<file path="src/rtl/spi_mem_pkg.sv">
// Shared definitions for the SPI-to-memory bridge.
// Contents: FSM state encoding, 2-bit command codes, status register bit
// positions and the status register width.
package spi_mem_pkg;

   typedef enum logic [3:0] {
      ST_IDLE,
      ST_CMD,
      ST_ADDR,
      ST_WDATA,
      ST_RDUMMY,
      ST_RDATA,
      ST_SDUMMY,
      ST_SDATA,
      ST_DROP
   } spi_mem_state_e;

   localparam logic [1:0] CMD_WRITE  = 2'b00;
   localparam logic [1:0] CMD_READ   = 2'b01;
   localparam logic [1:0] CMD_STATUS = 2'b10;
   localparam logic [1:0] CMD_RSVD   = 2'b11;

   localparam int STATUS_W     = 8;
   localparam int STAT_WRAP    = 0;  // address wrapped max->0 inside a burst
   localparam int STAT_RSVD    = 1;  // reserved command received
   localparam int STAT_PARTIAL = 2;  // WRITE frame ended mid-word

endpackage

</file>
<file path="src/rtl/spi_mem_ram.sv">
// Single-port DW x 2^AW RAM: synchronous write, registered one-cycle read.
// Ports:
//   clk    system clock
//   we     write enable, writes wdata to mem[addr] on the rising edge
//   addr   word address (shared by read and write)
//   wdata  write data
//   rdata  mem[addr] as sampled on the previous rising edge (read-first)
module spi_mem_ram #(
   parameter int DW = 8,
   parameter int AW = 8
) (
   input  logic          clk,
   input  logic          we,
   input  logic [AW-1:0] addr,
   input  logic [DW-1:0] wdata,
   output logic [DW-1:0] rdata
);

   logic [DW-1:0] mem [2**AW];

   // NOTE: the array and the read register carry no reset so the tools can
   // map them onto block RAM; contents survive a bridge reset.
   always_ff @(posedge clk) begin
      if (we) mem[addr] <= wdata;
      rdata <= mem[addr];
   end

endmodule

</file>
<file path="src/rtl/spi_mem_bridge.sv">
// SPI slave to memory bridge with burst transfers. MOSI and SS_n are sampled
// on the system clock. A frame is CMD (2 bits), ADDR (AW bits, WRITE/READ
// only) and then any number of payload bits; the address auto-increments
// once per data word. A sticky 8-bit status register is readable over SPI.
// Ports:
//   clk   system clock, all activity on the rising edge
//   rst   synchronous active-high reset, priority over SS_n/MOSI
//   SS_n  slave select, active low; high at any edge returns to IDLE
//   MOSI  serial data in, MSB first
//   MISO  serial data out, MSB first, registered
//   busy  high whenever the FSM is not in IDLE
module spi_mem_bridge
   import spi_mem_pkg::*;
#(
   parameter int DW = 8,
   parameter int AW = 8
) (
   input  logic clk,
   input  logic rst,
   input  logic SS_n,
   input  logic MOSI,
   output logic MISO,
   output logic busy
);

   // One bit counter serves the address, data word and status fields.
   localparam int MAX_DA = (DW > AW) ? DW : AW;
   localparam int MAX_W  = (MAX_DA > STATUS_W) ? MAX_DA : STATUS_W;
   localparam int CNT_W  = $clog2(MAX_W);

   localparam logic [CNT_W-1:0] LAST_DATA = CNT_W'(DW - 1);
   localparam logic [CNT_W-1:0] LAST_ADDR = CNT_W'(AW - 1);
   localparam logic [CNT_W-1:0] LAST_STAT = CNT_W'(STATUS_W - 1);
   localparam logic [AW-1:0]    ADDR_MAX  = '1;

   spi_mem_state_e      state_q, state_d;
   logic [CNT_W-1:0]    cnt_q;
   logic [1:0]          cmd_q;
   logic [1:0]          cmd_full;
   logic [AW-1:0]       addr_q;
   logic [DW-1:0]       rx_sr;
   logic [DW-1:0]       tx_sr;
   logic [STATUS_W-1:0] stat_sr;
   logic [STATUS_W-1:0] status_q;
   logic [STATUS_W-1:0] status_set;
   logic                status_clr;
   logic                miso_q;
   logic                ram_we;
   logic [DW-1:0]       ram_wdata;
   logic [DW-1:0]       ram_rdata;

   spi_mem_ram #(.DW(DW), .AW(AW)) u_ram (
      .clk   (clk),
      .we    (ram_we),
      .addr  (addr_q),
      .wdata (ram_wdata),
      .rdata (ram_rdata)
   );

   assign MISO = miso_q;
   assign busy = (state_q != ST_IDLE);

   // In CMD the first command bit is already in cmd_q[0]; MOSI is CMD[0].
   assign cmd_full = {cmd_q[0], MOSI};

   // ---------------- FSM state register ----------------
   always_ff @(posedge clk) begin
      if (rst) state_q <= ST_IDLE;
      else     state_q <= state_d;
   end

   // ---------------- FSM next state ----------------
   always_comb begin
      state_d = state_q;
      case (state_q)
         ST_IDLE:   state_d = ST_CMD;
         ST_CMD: begin
            case (cmd_full)
               CMD_WRITE, CMD_READ: state_d = ST_ADDR;
               CMD_STATUS:          state_d = ST_SDUMMY;
               default:             state_d = ST_DROP;
            endcase
         end
         ST_ADDR:   if (cnt_q == LAST_ADDR)
                       state_d = (cmd_q == CMD_READ) ? ST_RDUMMY : ST_WDATA;
         ST_WDATA:  state_d = ST_WDATA;
         ST_RDUMMY: state_d = ST_RDATA;
         ST_RDATA:  state_d = ST_RDATA;
         ST_SDUMMY: state_d = ST_SDATA;
         ST_SDATA:  if (cnt_q == LAST_STAT) state_d = ST_DROP;
         ST_DROP:   state_d = ST_DROP;
         default:   state_d = ST_IDLE;
      endcase
      // Deselect wins in every state; IDLE simply stays put.
      if (SS_n) state_d = ST_IDLE;
   end

   // ---------------- Memory write and status events ----------------
   // NOTE: every signal driven here gets a default first, so no path can
   // leave one unassigned and infer a latch.
   always_comb begin
      ram_wdata  = (rx_sr << 1) | DW'(MOSI);
      ram_we     = 1'b0;
      status_clr = 1'b0;
      status_set = '0;
      if (!rst && !SS_n) begin
         case (state_q)
            ST_CMD:
               if (cmd_full == CMD_RSVD) status_set[STAT_RSVD] = 1'b1;
            ST_WDATA:
               if (cnt_q == LAST_DATA) begin
                  ram_we = 1'b1;
                  if (addr_q == ADDR_MAX) status_set[STAT_WRAP] = 1'b1;
               end
            // Read address advances at the first bit of each word (prefetch).
            ST_RDATA:
               if (cnt_q == '0 && addr_q == ADDR_MAX) status_set[STAT_WRAP] = 1'b1;
            ST_SDATA:
               if (cnt_q == LAST_STAT) status_clr = 1'b1;
            default: ;
         endcase
      end
      if (!rst && SS_n && state_q == ST_WDATA && cnt_q != '0)
         status_set[STAT_PARTIAL] = 1'b1;
   end

   // ---------------- Datapath ----------------
   // NOTE: all registers here use non-blocking assignments so every read in
   // this block sees the pre-edge value regardless of statement order.
   always_ff @(posedge clk) begin
      if (rst) begin
         cnt_q    <= '0;
         cmd_q    <= '0;
         addr_q   <= '0;
         rx_sr    <= '0;
         tx_sr    <= '0;
         stat_sr  <= '0;
         status_q <= '0;
         miso_q   <= 1'b0;
      end else begin
         // A set event on the clearing edge survives the clear.
         status_q <= (status_clr ? '0 : status_q) | status_set;
         miso_q   <= 1'b0;
         if (SS_n) begin
            cnt_q <= '0;
         end else begin
            case (state_q)
               ST_IDLE: begin
                  cmd_q <= {1'b0, MOSI};
                  cnt_q <= '0;
               end
               ST_CMD: begin
                  cmd_q <= cmd_full;
                  cnt_q <= '0;
               end
               ST_ADDR: begin
                  addr_q <= (addr_q << 1) | AW'(MOSI);
                  cnt_q  <= (cnt_q == LAST_ADDR) ? '0 : cnt_q + CNT_W'(1);
               end
               ST_WDATA: begin
                  rx_sr <= ram_wdata;
                  if (cnt_q == LAST_DATA) begin
                     cnt_q  <= '0;
                     addr_q <= addr_q + AW'(1);
                  end else begin
                     cnt_q <= cnt_q + CNT_W'(1);
                  end
               end
               ST_RDUMMY: cnt_q <= '0;
               ST_RDATA: begin
                  // First bit comes straight from the RAM; the rest shift out
                  // while the RAM fetches the following word.
                  if (cnt_q == '0) begin
                     miso_q <= ram_rdata[DW-1];
                     tx_sr  <= ram_rdata << 1;
                     addr_q <= addr_q + AW'(1);
                  end else begin
                     miso_q <= tx_sr[DW-1];
                     tx_sr  <= tx_sr << 1;
                  end
                  cnt_q <= (cnt_q == LAST_DATA) ? '0 : cnt_q + CNT_W'(1);
               end
               ST_SDUMMY: begin
                  stat_sr <= status_q;
                  cnt_q   <= '0;
               end
               ST_SDATA: begin
                  miso_q  <= stat_sr[STATUS_W-1];
                  stat_sr <= stat_sr << 1;
                  cnt_q   <= cnt_q + CNT_W'(1);
               end
               default: ;
            endcase
         end
      end
   end

endmodule

</file>
<file path="config.mk">
export PLATFORM = sky130hd
export DESIGN_NAME = spi_mem_bridge
export DESIGN_NICKNAME = d
export VERILOG_FILES = /design/src/rtl/spi_mem_pkg.sv /design/src/rtl/spi_mem_ram.sv /design/src/rtl/spi_mem_bridge.sv
export SDC_FILE = /design/constraint.sdc
export NUM_CORES = 2
export LEC_CHECK = 0
export ABC_CLOCK_PERIOD_IN_PS = 8760
export CAP_MARGIN = 15
export CORE_AREA = 5 5 570 629
export CTS_BUF_LIST = sky130_fd_sc_hd__clkbuf_4 sky130_fd_sc_hd__clkbuf_8
export DETAILED_ROUTE_END_ITERATION = 10
export DIE_AREA = 0 0 575 634
export PLACE_DENSITY = 0.45
export SLEW_MARGIN = 10
export SYNTH_ARGS = -nofsm -noshare
export SYNTH_HDL_FRONTEND = slang
export SYNTH_SLANG_ARGS = --single-unit
</file>
<file path="constraint.sdc">
create_clock -name clk -period 8.76 [get_ports clk]
set_clock_uncertainty 0.1 [all_clocks]
set_input_delay 0.876 -clock clk [delete_from_list [all_inputs] [get_ports clk]]
set_output_delay 0.876 -clock clk [all_outputs]
set_load 0.01 [all_outputs]
</file>
==> metrics.md <==
| Metric | Value |
|---|---|
| Status | finished clean |
| H-Tree Depth | 5 |
| CORE AREA | 351900 µm² |
| Initial antenna violation count | 6 |
| Flops & latches, synth | 2099 |
| CP required | about 9400 ps |
| F_max | roughly 210 MHz |
| Final Cycle Share | 53.61% |
| Post-CTS setup buffer count | 0 |
| 1st-pass router iterations | 5 |
| Crit Path Max Fanout | 93 |
| Iter 0 DRT Violations | 3351 |
| Clock-pin slew on the worst setup and hold paths | roughly 60 ps |
| Filler cell count | 35090 |
| Final ANT Viol Nets | 0 |
| Cell Area, Synth | 80420 µm² |
| Worst-margin pin slew | 1105 ps |
| PostCTS Resize Cnt | 0 |
| Seq/Total Area, Yosys | 77.74% |
| Top_reg_cell synth | edfxtp_1 |
| Max-cap violations | 0 |
| Post-Route WL | ~220000 µm |
| I/O pin total | 6 |
| Total number of vias | 38890 |
| Share of layout cells above drive strength 1 | 27.78% |
| LEAKAGE | approximately 24 nW |
| Hold_buf cts | 0 |
| Rel. slew slack | 26.31% |
| Total track usage | 11.79% |
| Port Buffers | 5 |
| CTS tree | built |
| Worst VDD drop | 96.45 µV |
| Worst setup SP type | flip-flop |
| Initial Utilization | a little under a quarter |
| Vias in the first global route | 40830 |
| Total grt overflow | 0 |
| Hold depth | 1 |
| Setup CP Type | flip-flop to flip-flop |
| Clk Latency, worst-skew pair | 930 ps |
| PwrDens | 209.7 nW/µm² |
| Period minus WS final | 4696 ps |
| Synth async-reset ratio | 0% |
| Wire per inst | between 20 and 30 µm |
| Longest Clk Path Bufs | 4 |
| Layout Nets | 3977 |
| Number of synthesized flops with an enable pin | 2048 |
| Clock Tree Root | clkbuf_8 |
| Unrepaired setup endpoints after global routing | false |
| Hold WC Path Type | input port to flip-flop |
| Worst reg-to-reg path cell count | 8 |
| Largest net degree at the start of global routing | 203 |
| Final Hold Vio Count | 0 |
| Final slew viol count | 0 |
| Residual DRC count | 0 |
| Die area | 364600 µm² |
| Mapped Cells | 3788 |
| Syn nets | around 3800 |
| Die W | 575 µm |
| Netlist cell types | 42 |
| Dpl hpwl | around 120000 µm |
| Hold_ws | 336.3 ps |
| Placer Congestion | 0.7404 |
| First-pass GRT wire length | around 310000 µm |
| Sink Count | 2099 |
| Multi-input gate area | 17060 µm² |
| Die height | 634 µm |
| Final Setup Violations | 0 |
| Storage element area | 62550 µm² |
| Yosys Warn Count | 0 |
| Synthesized area per cell | 21.23 µm² |
| Crit end category | flip-flop |
| Area Growth Syn to Fin | 15.45% |
| WP data arrival | 5360 ps |
| Core Rows | 229 |
| Setup TNS | 0 ps |
| CTS buffer count | 331 |
| Via/cell ratio | 4.400 |
-- cells in the mapped netlist, drive strengths merged (11+ instances only) --
master | instances | share of area [%]
buf | 102 | 0.70
o41ai | 32 | 0.35
edfxtp | 2048 | 76
a22oi | 265 | 2.5
a21oi | 145 | 0.90
nor2 | 299 | 1.4
mux2i | 16 | 0.20
nand4 | 11 | 0.086
o21ai | 15 | 0.093
nand2 | 47 | 0.22
mux4 | 512 | 14
nor3 | 12 | 0.081
dfxtp | 51 | 1.3
clkbuf | 149 | 0.70
-- power by group --
part / internal [W] / leakage (nW) / total [W] / switching (W)
clock: 0.00456 / 3.45 / 0.00846 / 0.00389
combinational: 0.0000462 / 4.22 / 0.000136 / 0.0000902
sequential: 0.0109 / 16.6 / 0.0109 / 0.00000769
total: 0.0155 / 24.3 / 0.0195 / 0.00399
-- flip-flops by register name (all words and copies together), names as in the netlist --
| name | count |
|---|---|
| stat_sr | 8 |
| MISO | 1 |
| status_q | 3 |
| cmd_q | 2 |
| u_ram.rdata | 8 |
| state_q | 4 |
| rx_sr | 7 |
| cnt_q | 3 |
| u_ram.mem | 2048 |
| addr_q | 8 |
| tx_sr | 7 |
-- metrics by stage --
stage | total power, W | util, % | worst slack, ps | instance area, µm² | instances
2_1_floorplan | 0.01117 | - | 4389 | 80420 | 3788
3_3_place_gp | 0.01123 | 24.48 | 3208 | 86130 | 8245
3_5_place_dp | 0.01123 | 24.52 | 3784 | 86270 | 8253
4_1_cts | 0.01971 | 26.39 | 4070 | 92840 | 8836
5_1_grt | 0.02017 | 26.39 | 3729 | 92840 | 8837
6_report | 0.01947 | 26.39 | 4064 | 92850 | 8840
-- cells by family after synthesis --
logic type      share of synthesized area, %
xor+xnor                             0.01089
flops                                  77.74
simple gates                           2.097
compound gates                         4.081
fa+ha+maj                             0.1089
buf+inv                                1.425
mux                                    14.54
-- worst max-delay path: stages, from the launching register on --
cell and delay (ps):
dfxtp_4 920, buf_12 570, buf_4 600, mux4_2 600
a22oi_1 390, a21oi_1 180, o41ai_2 510, buf_4 230
nand4_1 80
-- metal layers --
metal  vias up  part of all wire [%]  global-route usage (%)
li1      16330                     -                       -
met1     20990                    43                   15.71
met2      1259                    49                   19.91
met3       312                   5.6                   2.002
met4         2                   2.3                   3.132
met5         -                0.0059                       0
-- layout make-up --
cell class / count / area share [%]
Antenna cell: 4 / 0.01078
Clock buffer: 420 / 5.707
Clock inverter: 163 / 1.373
Inverter: 7 / 0.02830
Multi-Input combinational cell: 1431 / 18.37
Sequential cell: 2099 / 67.37
Tap cell: 4620 / 6.226
Timing Repair Buffer: 96 / 0.9136
-- worst paths after layout --
path	start	to	slack, ps
max	addr_q[0]	u_ram.rdata[1]	4060
max reg2reg	addr_q[0]	u_ram.rdata[1]	4060
min	MOSI	u_ram.mem[141][0]	340
min reg2reg	stat_sr[2]	stat_sr[2]	360
-- cell usage in the layout, fill, tap and decap left out, types with 9 or more instances in the layout --
cell       instances
clkinv_1          80
a211oi_1           9
mux2i_1           16
nor2_1           298
buf_4             81
clkbuf_8         343
clkinv_2          48
buf_12             9
nand2_2           11
o21ai_0           15
bufinv_16         20
nand3_1           10
nand4_1           11
edfxtp_1        2048
clkbuf_4          77
a21oi_1          145
o41ai_2           26
dfxtp_4            9
nand2_1           30
dfxtp_1           42
mux4_2           512
a22oi_1          265
nor3_1            11
Note: power is estimated with default switching activity, not from simulation.
